[src/rtl/flappy_game_ctrl.sv]
// flappy_game_ctrl: game state machine, BCD score and high score keeper
// sitting on the status side of the pipe renderer.
module flappy_game_ctrl #(
    parameter int DEATH_CYCLES = 50_000_000,
    parameter int SYNC_STAGES  = 2
) (
    input  logic        clk,
    input  logic        reset,
    input  logic        flap_btn,
    input  logic        pipe_passed,
    input  logic        pipe_collision,
    input  logic        ground_hit,
    output logic        pipe_enable,
    output logic        pipe_clear,
    output logic        flap_pulse,
    output logic [1:0]  game_state,
    output logic [11:0] score_bcd,
    output logic [11:0] high_bcd,
    output logic        new_high
);

    localparam int CW = (DEATH_CYCLES > 1) ? $clog2(DEATH_CYCLES) : 1;
    localparam logic [CW-1:0] LAST = CW'(DEATH_CYCLES - 1);

    typedef enum logic [1:0] {
        IDLE  = 2'd0,
        PLAY  = 2'd1,
        DYING = 2'd2,
        OVER  = 2'd3
    } state_t;

    state_t                 state;
    logic [SYNC_STAGES-1:0] sync;
    logic                   synced_d;
    logic                   flap_edge;
    logic [CW-1:0]          death_cnt;
    logic                   hit;

    // BCD +1 with per-digit carry, saturating at 999
    function automatic logic [11:0] bcd_inc(input logic [11:0] v);
        logic [3:0] d0, d1, d2;
        d0 = v[3:0];
        d1 = v[7:4];
        d2 = v[11:8];
        if (v != 12'h999) begin
            if (d0 == 4'd9) begin
                d0 = 4'd0;
                if (d1 == 4'd9) begin
                    d1 = 4'd0;
                    d2 = d2 + 4'd1;
                end else begin
                    d1 = d1 + 4'd1;
                end
            end else begin
                d0 = d0 + 4'd1;
            end
        end
        return {d2, d1, d0};
    endfunction

    // The renderer is being reset while pipe_clear is high, so its
    // collision status is not trusted during that cycle.
    assign hit        = (pipe_collision | ground_hit) & ~pipe_clear;
    assign game_state = state;

    // Synchronize the raw button and register its rising edge
    always_ff @(posedge clk or negedge reset) begin
        if (!reset) begin
            sync      <= '0;
            synced_d  <= 1'b0;
            flap_edge <= 1'b0;
        end else begin
            sync      <= {sync[SYNC_STAGES-2:0], flap_btn};
            synced_d  <= sync[SYNC_STAGES-1];
            flap_edge <= sync[SYNC_STAGES-1] & ~synced_d;
        end
    end

    // Game FSM with registered outputs, score and high score
    always_ff @(posedge clk or negedge reset) begin
        if (!reset) begin
            state       <= IDLE;
            pipe_enable <= 1'b0;
            pipe_clear  <= 1'b0;
            flap_pulse  <= 1'b0;
            score_bcd   <= 12'h000;
            high_bcd    <= 12'h000;
            new_high    <= 1'b0;
            death_cnt   <= '0;
        end else begin
            pipe_clear <= 1'b0;
            flap_pulse <= 1'b0;
            unique case (state)
                IDLE: begin
                    if (flap_edge) begin
                        state       <= PLAY;
                        pipe_clear  <= 1'b1;
                        pipe_enable <= 1'b1;
                        flap_pulse  <= 1'b1;
                        score_bcd   <= 12'h000;
                        new_high    <= 1'b0;
                    end
                end
                PLAY: begin
                    flap_pulse <= flap_edge;
                    if (hit) begin
                        state       <= DYING;
                        pipe_enable <= 1'b0;
                        death_cnt   <= '0;
                    end else if (pipe_passed) begin
                        score_bcd <= bcd_inc(score_bcd);
                    end
                end
                DYING: begin
                    if (death_cnt == LAST) begin
                        state <= OVER;
                        // Valid BCD packed MSD-first orders like the digit compare
                        if (score_bcd > high_bcd) begin
                            high_bcd <= score_bcd;
                            new_high <= 1'b1;
                        end
                    end else begin
                        death_cnt <= death_cnt + CW'(1);
                    end
                end
                OVER: begin
                    if (flap_edge) begin
                        state      <= IDLE;
                        pipe_clear <= 1'b1;
                    end
                end
                default: state <= IDLE;
            endcase
        end
    end

endmodule
[config.mk]
export PLATFORM = sky130hd
export DESIGN_NAME = flappy_game_ctrl
export DESIGN_NICKNAME = d
export VERILOG_FILES = /design/src/rtl/flappy_game_ctrl.sv
export SDC_FILE = /design/constraint.sdc
export NUM_CORES = 1
export LEC_CHECK = 0
export CORE_ASPECT_RATIO = 0.5
export CORE_MARGIN = 8
export CORE_UTILIZATION = 57
export CTS_CLUSTER_DIAMETER = 50
export DETAILED_ROUTE_END_ITERATION = 8
export PLACE_DENSITY = 0.79
export SETUP_SLACK_MARGIN = 0.1
export SYNTH_ARGS = -nofsm -noshare
export SYNTH_HDL_FRONTEND = slang
export SYNTH_SLANG_ARGS = --single-unit
[constraint.sdc]
create_clock -name clk -period 2.8 [get_ports clk]
set_input_delay 0.42 -clock clk [delete_from_list [all_inputs] [get_ports clk]]
set_output_delay 0.42 -clock clk [all_outputs]
set_load 0.02 [all_outputs]
==> results.sh <==
export IMPL_top_usage_layer="met2"
export IMPL_p_switching_mw=1.386
export IMPL_hold_ws_ns=0.1296
export IMPL_slowest_delay_ns=0.65
export IMPL_overflow=0
export IMPL_cts_buffers=9
export IMPL_worstMarginPinSlew_ns=0.6933
export IMPL_slew_headroom_pct=53.78
export IMPL_avgViaCountPerCell=6.206
export IMPL_clkPwrFrac_pct=33.3
export IMPL_synth_area_um2=3431
export IMPL_cp_start_kind="flip-flop"
export IMPL_critPathBufInv=2
export IMPL_grt_pass1_wl_um=13700
export IMPL_crit_required_ns=3.05
export IMPL_cp_depth=7
export IMPL_hold_viol_final=0
export IMPL_worst_r2r_endpoint="death_cnt[25]$_DFFE_PN0P_"
export IMPL_leakagePower_nw=1.840
export IMPL_io_buffers=35
export IMPL_rr_worst_depth=7
export IMPL_crit_fanout=9
export IMPL_design_area_um2=4272
export IMPL_io_pins=36
export IMPL_cts_resized_gates=0
export IMPL_core_area_um2=5931
export IMPL_dpl_cell_area_um2=3920
export IMPL_met2_usage_pct=33.17
export IMPL_synth_distinct_cells=48
export IMPL_cpMostUsedCell="or4_1"
export IMPL_met1_usage_pct=20.87
export IMPL_cap_violations=0
export IMPL_clock_tree_root_cell="clkbuf_16"
export IMPL_first_pass_iters=5
export IMPL_rows=20
export IMPL_finalSetupTns_ns=0
export IMPL_wl_um=7924
export IMPL_final_max_slew_viol_count=0
export IMPL_dp_hpwl_um=5653
export IMPL_rsz0062_at_grt="no"
export IMPL_hold_class="primary input to async pin"
export IMPL_internal_power_mw=2.508
export IMPL_yosysSeqAreaShare_pct=43.76
export IMPL_pwr_share_seq_pct=30.2
export IMPL_cts_tree="yes"
export IMPL_cp_top_family="simple AND/OR/NAND/NOR gates"
export IMPL_power_density_nw_per_um2=911.6
export IMPL_nets=422
export IMPL_fin_crit_sh_pct=89.25
export IMPL_final_antenna_net_count=0
export IMPL_place_inst=459
export IMPL_final_cells=475
export IMPL_num_vias=2948
export IMPL_syn_avg_cell_area_um2=9.830
export IMPL_finalClockSkew_ns=0.006707
export IMPL_ctsHoldBuffers=0
export IMPL_ys_warn_count=0
export IMPL_mostFrequentLayoutCells="dfrtp_1, clkdlybuf4s50_1, inv_1"
export IMPL_synthToLayoutAreaGrowth_pct=24.51
export IMPL_dieHeight_um=70.86
export IMPL_ir_drop_v=0.0004927
export IMPL_r2r_slack_ns=0.30
export IMPL_syn_nets=378
export IMPL_antenna_found_initial=0
export IMPL_clkTransAtPathRegs_ns=0.05
export IMPL_clock_sinks=60
export IMPL_synth_edf_count=0
export IMPL_fmax_ghz=0.4001
export IMPL_worstSetupEndpointType="flip-flop"
export IMPL_pwr_share_comb_pct=36.5
export IMPL_htreeDepth=3
export IMPL_die_x_um=125.7
export IMPL_start_util_pct=57.85
export IMPL_status="complete, no violations"
export IMPL_rr_startpoint="game_state[0]$_DFFE_PN0P_"
export IMPL_power_switching_share_pct=35.58
export IMPL_met3_usage_pct=5.622
export IMPL_route_detailed_drc=0
export IMPL_cp_arrival_ns=2.75
export IMPL_drive_gt1_share_pct=11.06
export IMPL_antennaDiodeCount=0
export IMPL_dieArea_um2=8908
export IMPL_clock_latency_ns=0.33
export IMPL_syn_instance_count=349
export IMPL_place_congestion=0.8307
export IMPL_crit_chain="inv_1, ha_1, inv_2, mux2_4, or4_1, or4_1, a21oi_1"
export IMPL_grt_usage_pct=18.82
export IMPL_slowest_stage="or4_1"
export IMPL_setup_violations=0
export IMPL_period_needed_ns=2.499
export IMPL_ys_seq_elements=60
export IMPL_post_cts_buffers=0
export IMPL_path_class="flip-flop to flip-flop"
export IMPL_ys_flop_type="dfrtp_1"
export IMPL_async_reset_ff_share_pct=100.0
export IMPL_post_drt_wl_per_cell_um=16.68
export IMPL_grt_max_degree=33
export IMPL_grt_pass1_vias=2952
export IMPL_max_clock_path_buffers=2
export IMPL_drt_initial_drc_count=197
export IMPL_layout_commonest_cell="dfrtp_1"
-- worst reg2reg max path, stage by stage (launching register included) --
cell	delay, ns
dfrtp_1	0.41
inv_1	0.12
ha_1	0.19
inv_2	0.06
mux2_4	0.32
or4_1	0.65
or4_1	0.51
a21oi_1	0.16
-- logic make-up (layout without fill, tap and decap cells) --
| logic type | after synthesis | count (layout) | synth area share (%) |
|---|---|---|---|
| DFF | 60 | 60 | 43.76 |
| adders and majority gates | 23 | 23 | 8.388 |
| buffers and inverters | 37 | 86 | 4.121 |
| AOI/OAI and AO/OA | 66 | 66 | 11.93 |
| and+or+nand+nor | 134 | 134 | 23.12 |
| muxes | 21 | 21 | 6.638 |
| xor gates and xnor gates | 8 | 8 | 2.042 |
-- state kept, by name, summed over array words and instances, names as in the netlist --
register and flops:
pipe_enable 1, new_high 1, sync 2, score_bcd 12
flap_edge 1, pipe_clear 1, high_bcd 12, synced_d 1
flap_pulse 1, game_state 2, death_cnt 26
-- worst max path at each step --
stage	from	end
after global routing	game_state[0]$_DFFE_PN0P_	death_cnt[25]$_DFFE_PN0P_
after global placement	ground_hit	death_cnt[25]$_DFFE_PN0P_
final	game_state[0]$_DFFE_PN0P_	death_cnt[25]$_DFFE_PN0P_
after floorplan	game_state[0]$_DFFE_PN0P_	death_cnt[25]$_DFFE_PN0P_
after detailed placement	ground_hit	death_cnt[25]$_DFFE_PN0P_
after CTS	game_state[0]$_DFFE_PN0P_	death_cnt[25]$_DFFE_PN0P_
-- stage by stage --
step	worst slack (ns)	power [mW]	utilization (%)
3_3_place_gp	0.07712	2.525	66.10
4_1_cts	0.2909	3.906	72.03
6_report	0.3009	3.894	72.03
5_1_grt	0.1714	4.130	72.03
2_1_floorplan	0.2970	2.059	-
3_5_place_dp	-0.02132	2.587	66.10
-- synth_stat cells, types with 3 or more instances --
cell / n / share of area (%)
dfrtp_1: 60 / 44
inv_1: 24 / 2.6
ha_1: 23 / 8.4
nand2_1: 20 / 2.2
a21oi_1: 19 / 2.8
o21ai_0: 18 / 2.6
nor2_1: 17 / 1.9
nand3_1: 15 / 2.2
o31ai_1: 12 / 2.6
nor4_1: 11 / 2.0
or4_1: 11 / 2.4
clkbuf_1: 10 / 1.1
mux2_2: 10 / 3.3
mux2i_1: 10 / 2.9
nand4_1: 8 / 1.5
or3_1: 8 / 1.5
nand2b_1: 7 / 1.3
xnor2_1: 6 / 1.5
and2_1: 5 / 0.91
nand3b_1: 5 / 1.1
nor3_1: 5 / 0.73
nor4b_1: 5 / 1.3
a21o_1: 3 / 0.66
and3_1: 3 / 0.55
and4_1: 3 / 0.77
nor2b_1: 3 / 0.55
-- layout make-up --
class,instances,area [µm²]
timing repair buffer,45,432.9
tap,77,96.34
inverter,25,93.84
clock buffer,12,256.5
multi-input combinational,252,1795
fill,422,1659
sequential,60,1501
clock inverter,4,95.09
-- power by group through the flow --
stage          clock, mW  combinational (mW)  sequential (mW)
3_5_place_dp           0                1.40             1.18
3_3_place_gp           0                1.35             1.17
2_1_floorplan          0               0.796             1.26
6_report            1.30                1.42             1.18
4_1_cts             1.31                1.42             1.17
5_1_grt             1.34                1.58             1.20
-- metal layers --
layer,routed length [µm],part of all wire [%],vias to the layer above
met5,0,0,-
met4,105,1.3,0
met3,464,5.9,10
met2,4070,51,95
met1,3283,41,1472
li1,-,-,1371
No activity file was read; power rests on OpenSTA's default activity.
